### src/rtl/alu_mw_seq.sv
// Multi-word sequencer for a 16-bit combinational ALU.
// Chains carry between words, keeps sticky flags per command.
module alu_mw_seq #(
  parameter int WIDTH      = 16,
  parameter int NWORDS_MAX = 4,
  parameter int CNT_W      = 3
) (
  input  logic             clk,
  input  logic             rst_n,
  input  logic             cmd_valid,
  output logic             cmd_ready,
  input  logic [4:0]       cmd_op,
  input  logic [CNT_W-1:0] cmd_words,
  input  logic             cmd_cin,
  input  logic             op_valid,
  output logic             op_ready,
  input  logic [WIDTH-1:0] op_a,
  input  logic [WIDTH-1:0] op_b,
  output logic             res_valid,
  input  logic             res_ready,
  output logic [WIDTH-1:0] res_data,
  output logic             res_last,
  input  logic             abort,
  output logic [WIDTH-1:0] alu_a,
  output logic [WIDTH-1:0] alu_b,
  output logic [4:0]       alu_f,
  output logic             alu_cin,
  input  logic [WIDTH-1:0] alu_result,
  input  logic [5:0]       alu_status,
  output logic [5:0]       flags_q,
  output logic             done
);

  typedef enum logic [1:0] {
    S_IDLE,
    S_FETCH,
    S_EXEC,
    S_OUT
  } state_t;

  localparam logic [CNT_W-1:0] MAXW = CNT_W'(NWORDS_MAX);

  state_t           r_state;
  state_t           w_next;
  logic [CNT_W-1:0] r_idx;
  logic [CNT_W-1:0] r_words;
  logic [CNT_W-1:0] w_norm;
  logic [CNT_W-1:0] w_last_idx;
  logic             r_carry;
  logic             r_zacc;
  logic             r_aflag;
  logic [3:0]       r_stat;
  logic [WIDTH-1:0] r_res_data;
  logic             r_res_last;
  logic             r_done;
  logic [WIDTH-1:0] r_alu_a;
  logic [WIDTH-1:0] r_alu_b;
  logic [4:0]       r_alu_f;
  logic             r_alu_cin;
  logic [5:0]       r_flags;
  logic             w_cmd_go;

  assign w_last_idx = r_words - CNT_W'(1);
  assign w_cmd_go   = cmd_valid && !abort;

  // Word count: zero means one word, oversize clamps to the max
  always_comb begin
    w_norm = cmd_words;
    if (cmd_words == '0)
      w_norm = CNT_W'(1);
    else if (cmd_words > MAXW)
      w_norm = MAXW;
  end

  // State register
  always_ff @(posedge clk or negedge rst_n) begin
    if (!rst_n) r_state <= S_IDLE;
    else        r_state <= w_next;
  end

  // Next state; abort wins over every normal transition
  always_comb begin
    w_next = r_state;
    if (abort) begin
      w_next = S_IDLE;
    end else begin
      unique case (r_state)
        S_IDLE:  if (cmd_valid) w_next = S_FETCH;
        S_FETCH: if (op_valid)  w_next = S_EXEC;
        S_EXEC:  w_next = S_OUT;
        S_OUT: begin
          if (res_ready)
            w_next = r_res_last ? S_IDLE : S_FETCH;
        end
        default: w_next = S_IDLE;
      endcase
    end
  end

  // Handshake outputs decoded from state
  always_comb begin
    cmd_ready = rst_n && (r_state == S_IDLE);
    op_ready  = (r_state == S_FETCH);
    res_valid = (r_state == S_OUT);
  end

  // Datapath: ALU input regs, carry chain, result and flags
  always_ff @(posedge clk or negedge rst_n) begin
    if (!rst_n) begin
      r_idx      <= '0;
      r_words    <= '0;
      r_carry    <= 1'b0;
      r_zacc     <= 1'b0;
      r_aflag    <= 1'b0;
      r_stat     <= '0;
      r_res_data <= '0;
      r_res_last <= 1'b0;
      r_done     <= 1'b0;
      r_alu_a    <= '0;
      r_alu_b    <= '0;
      r_alu_f    <= '0;
      r_alu_cin  <= 1'b0;
      r_flags    <= '0;
    end else begin
      r_done <= 1'b0;
      if (abort) begin
        r_res_last <= 1'b0;
      end else begin
        unique case (r_state)
          S_IDLE: begin
            if (w_cmd_go) begin
              r_alu_f <= cmd_op;
              r_carry <= cmd_cin;
              r_words <= w_norm;
              r_idx   <= '0;
              r_zacc  <= 1'b1;
            end
          end
          S_FETCH: begin
            if (op_valid) begin
              r_alu_a   <= op_a;
              r_alu_b   <= op_b;
              r_alu_cin <= r_carry;
            end
          end
          S_EXEC: begin
            r_res_data <= alu_result;
            r_carry    <= alu_status[5];
            r_zacc     <= r_zacc & alu_status[4];
            r_stat     <= {alu_status[5], alu_status[3:1]};
            if (r_idx == '0)
              r_aflag <= alu_status[0];
            r_res_last <= (r_idx == w_last_idx);
          end
          S_OUT: begin
            if (res_ready) begin
              if (r_res_last) begin
                r_flags <= {r_stat[3], r_zacc, r_stat[2:0],
                            r_aflag};
                r_done     <= 1'b1;
                r_res_last <= 1'b0;
              end else begin
                r_idx <= r_idx + CNT_W'(1);
              end
            end
          end
          default: ;
        endcase
      end
    end
  end

  assign res_data = r_res_data;
  assign res_last = r_res_last;
  assign done     = r_done;
  assign alu_a    = r_alu_a;
  assign alu_b    = r_alu_b;
  assign alu_f    = r_alu_f;
  assign alu_cin  = r_alu_cin;
  assign flags_q  = r_flags;

endmodule
### config.mk
export PLATFORM = sky130hd
export DESIGN_NAME = alu_mw_seq
export DESIGN_NICKNAME = d
export VERILOG_FILES = /design/src/rtl/alu_mw_seq.sv
export SDC_FILE = /design/constraint.sdc
export NUM_CORES = 1
export LEC_CHECK = 0
export CORE_MARGIN = 2
export CORE_UTILIZATION = 35
export CTS_BUF_LIST = sky130_fd_sc_hd__clkbuf_16
export DETAILED_ROUTE_END_ITERATION = 8
export MAX_ROUTING_LAYER = met4
export PLACE_DENSITY = 0.8
export REMOVE_ABC_BUFFERS = 1
export SYNTH_ARGS = -nofsm -noshare
export SYNTH_HDL_FRONTEND = slang
export SYNTH_SLANG_ARGS = --single-unit
export TNS_END_PERCENT = 20
### constraint.sdc
create_clock -name clk -period 5 [get_ports clk]
set_input_delay 0.75 -clock clk [delete_from_list [all_inputs] [get_ports clk]]
set_output_delay 0.75 -clock clk [all_outputs]
set_load 0.005 [all_outputs]
# Word level (Yosys, flattened, before mapping)
# Index checks and enable logic that the tools add are counted.
totals:
  regBits: 77
  latch_bits: 0
  mem_bits_rw: 0
  rom_bits: 0
  inputBits: 69
  out_inout_bits: 65
  word_cells: 71
  n_memories: 0
op_classes:
  add_sub_neg: 2
  n_mul: 0
  div_mod_pow: 0
  magnitude_cmp: 1
  n_eq_ne: 10
  n_shift: 0
  n_mux: 23
  n_bitwise: 2
  n_reduce_logical: 18
ops:
  columns: ["op", "n"]
  rows:
  - ["3-bit 2-to-1 mux", 5]
  - ["3-bit AND reduction", 5]
  - ["1-bit 2-to-1 mux", 9]
  - ["2-bit 2-to-1 mux", 4]
  - ["2-bit case mux with 4 select lines", 1]
  - ["3-bit logical NOT", 2]
  - ["1-bit case mux with 2 select lines", 3]
  - ["3-bit case mux with 2 select lines", 1]
  - ["5-bit AND reduction", 1]
  - ["2-bit == test, second input constant", 2]
  - ["2-bit != test, second input constant", 2]
  - ["2-bit AND reduction", 2]
  - ["4-bit AND reduction", 1]
  - ["2-bit nonzero test", 2]
  - ["3-bit by 1-bit adder with 3-bit output, second input constant", 1]
  - ["3-bit == test", 1]
  - ["3-bit greater-than comparator, second input constant", 1]
  - ["3-bit by 1-bit != test with 1-bit output, second input constant", 1]
  - ["3-bit by 2-bit != test with 1-bit output, second input constant", 1]
  - ["3-bit != test, second input constant", 1]
  - ["3-bit nonzero test", 1]
  - ["3-bit by 1-bit subtractor with 3-bit output, second input constant", 1]
  - ["2-bit by 1-bit == test with 1-bit output, second input constant", 1]
  - ["1-bit logical AND", 2]
  - ["other kinds (5)", 5]

# Longest topological paths before layout
logic_depth:
  ltp_word: 4
  depth_mapped: 5
  mapped_depth_nobuf: 5

# Least setup slack after synthesis
# No wires, ideal clock.
synth_path:
  path_kind: "reg-to-output"
  from: "register r_state[0]"
  to: "output cmd_ready"
  arrival_ps: 922
  path_slack_ps: 3328
  path_stages_with_launch: 4
  n_path_buf: 0
  path_cell_list: "dfrtp_1 inv_1 ha_1 and2_1"
synth_between:
  elab_chain_cells: 2
synth_lines:
  columns: ["item", "line", "source"]
  rows:
  - ["from (decl)", "43", "state_t r_state;"]
  - ["from (signal assigned)", "78", "else r_state <= w_next;"]
  - ["2-bit logical NOT", "102", "cmd_ready = rst_n && (r_state == S_IDLE);"]
  - ["1-bit logical AND", "102", null]
  - ["to (decl)", "11", "output logic cmd_ready,"]
# Every way passes these cells.

# Final worst setup path
# Same ends and word-level chain as after synthesis.

==> flow_summary.yaml <==
grt:
  top_usage_layer: "met2"
  grt_util_met1: 0.1931
  grtUsageTotal: 0.1572
  use_met3: 0.02811
  grt_pass1_vias: 2425
  met2_usage: 0.2562
  overflow: 0
  grt_start_max_net_pins: 78
  grt_pass1_wl_um: 11920
  antenna_found_initial: 0
logic_synthesis:
  avgSynthCellArea_um2: 14.96
  syn_area_um2: 3201
  synth-seq-cells: 77
  ys_seq_area_frac: 0.6020
  syn-instance-count: 214
  synth_cell_types: 32
  synth_edf_count: 0
  synth-async-reset-ratio: 1.000
  yosys_warnings: 0
  synth-main-ff-cell: "dfrtp_1"
final_layout:
  diodes: 0
  drive_gt1_frac: 0.2423
  final_common_cell: "clkdlybuf4s50_1"
  final_util: 0.5597
  final_cell_mix: "clkdlybuf4s50_1, dfrtp_1, mux2_2"
  final_nets: 431
  area_growth_pct: 53.99
floorplan:
  die-area_um2: 9925
  fp.dieW_um: 99.63
  die_h_um: 99.63
  ios: 134
  row_count: 34
  coreArea_um2: 8806
  start_util: 0.3635
power_and_ir_drop:
  p_per_area_nw_per_um2: 557.1
  ir_drop_uv: 215.4
  p_leak_nw: 2.112
sta:
  finalClockSkew_ns: 0.008155
  period_minus_slack_ns: 2.611
  drv_slew: 0
  worst_pin_slew_ns: 1.112
  fin_crit_sh: 0.5222
  max_freq_ghz: 0.3830
  final-setup-viol-count: 0
  finalHoldViolCount: 0
  tns_ns: 0
  rsz0062_at_grt: "no"
  slew_headroom: 0.2555
cts:
  numClockSinks: 77
  clockBufferDepth: 2
  ctsResizeCount: 0
  cts_setup_buffers: 0
  cts_root_buf: "clkbuf_16"
  ctsHoldBuffers: 0
  cts_tree: "built"
  worstSkewPairLatency_ns: 0.32
  cts_buffers: 9
  clk_pin_slew_ns: 0.06
  cts_max_level: 3
placement:
  gp_congestion: 0.7959
  port_buffers: 133
  hpwlAfterDp_um: 5125
worst_setup_path:
  r2r_slack_ns: 2.60
  crit_fanout: 6
  path_class: "reg2out"
  worstSetupEndpointType: "output port"
  reg2reg_from: "r_state[0]"
  critPathRequiredTime_ns: 4.25
  startpoint: "r_state[0]"
  critPathArrivalTime_ns: 1.86
  r2r_cells: 5
  endpoint: "cmd_ready"
  startpoint_type: "register"
  rr_endpoint: "r_aflag"
drt:
  vias: 2217
  drt-vias-per-instance: 4.747
  ant_nets: 0
  drt_iter0_drc: 93
  drc: 0
  wl_um: 7276
  drt_first_pass_iters: 4
  wire_per_inst_um: 15.58
min_path:
  hold_path_class: "reg2reg"
run:
  maxCapViolCount: 0
run_status:
  status: "finished clean"
-- area by class of cell --
cell class | count | area [um2]
multi-input cells | 123 | 1205
clock inverters | 7 | 66.31
fillers | 751 | 3877
repair buffers | 134 | 1336
inverters | 9 | 33.78
clock buffers | 9 | 225.2
well taps | 108 | 135.1
flip-flops and latches | 77 | 1927
-- synthesized netlist by cell type, types with 2 or more instances --
cell,count,area [um2]
ha_1,8,100.1
buf_4,5,37.54
o41ai_1,2,17.52
xnor2_1,3,26.28
a211oi_1,2,15.01
nand2_1,5,18.77
nand2b_1,4,25.02
mux2_1,3,33.78
nor2b_1,5,31.28
mux2i_1,2,20.02
o31ai_1,2,15.01
mux2_2,65,732.0
nand3_1,3,15.01
o21ai_0,3,15.01
dfrtp_1,77,1927
inv_1,9,33.78
-- state kept, by name (all words and copies together), names as in the netlist, 2 cells and up --
name and flops:
flags_q 6, r_words 3, alu_f 5, res_data 16, r_idx 3, r_state 2, alu_b 16, r_stat 4
alu_a 16
-- worst max-delay path, cell delays in order (launching register included) --
cell and delay (ns):
dfrtp_1 0.46, inv_1 0.15, ha_1 0.28, and2_1 0.15
clkdlybuf4s50_1 0.49
-- kinds of logic (layout without fill, tap and decap cells) --
| family | after synthesis | in the layout | share of synthesized area |
|---|---|---|---|
| simple gates | 27 | 27 | 0.05629 |
| flops | 77 | 77 | 0.6020 |
| mux | 70 | 70 | 0.2455 |
| fa+ha+maj | 8 | 8 | 0.03128 |
| compound gates | 14 | 14 | 0.03166 |
| buf+inv | 14 | 159 | 0.02228 |
| xor+xnor | 4 | 4 | 0.01095 |
-- worst min-delay path by stage --
stage,from,end,slack [ns],cells past startpoint
after floorplan,rst_n,alu_a[0],0.45,0
after global placement,res_data[12],res_data[12],0.47,1
after detailed placement,r_words[1],r_words[1],0.48,2
after CTS,res_data[12],res_data[12],0.50,1
after global routing,res_data[9],res_data[9],0.52,1
final,r_words[1],r_words[1],0.49,2
-- stage by stage --
stage          area (um2)  hold WS [ns]  instances  power, mW  setup WS, ns
6_report             4928        0.4934        467      2.746         2.389
2_1_floorplan        3163        0.4498        209      1.491         2.665
4_1_cts              4928        0.5012        467      2.788         2.366
3_5_place_dp         4637        0.4779        451      2.134         2.133
5_1_grt              4928        0.5183        467      2.914         2.280
3_3_place_gp         4637        0.4707        451      2.100         2.188
-- per-layer routing --
| layer | vias to the layer above | routed length (um) |
|---|---|---|
| li1 | 1034 | - |
| met1 | 1108 | 3076 |
| met2 | 67 | 3807 |
| met3 | 8 | 283 |
| met4 | 0 | 108 |
| met5 | - | 0 |
-- power by group --
part	internal (mW)	leakage [nW]	switching, mW
clock	0.383	0.136	0.248
combinational	0.724	1.03	0.346
sequential	0.896	0.949	0.149
total	2.00	2.11	0.744
No activity file was read; power rests on OpenSTA's default activity.
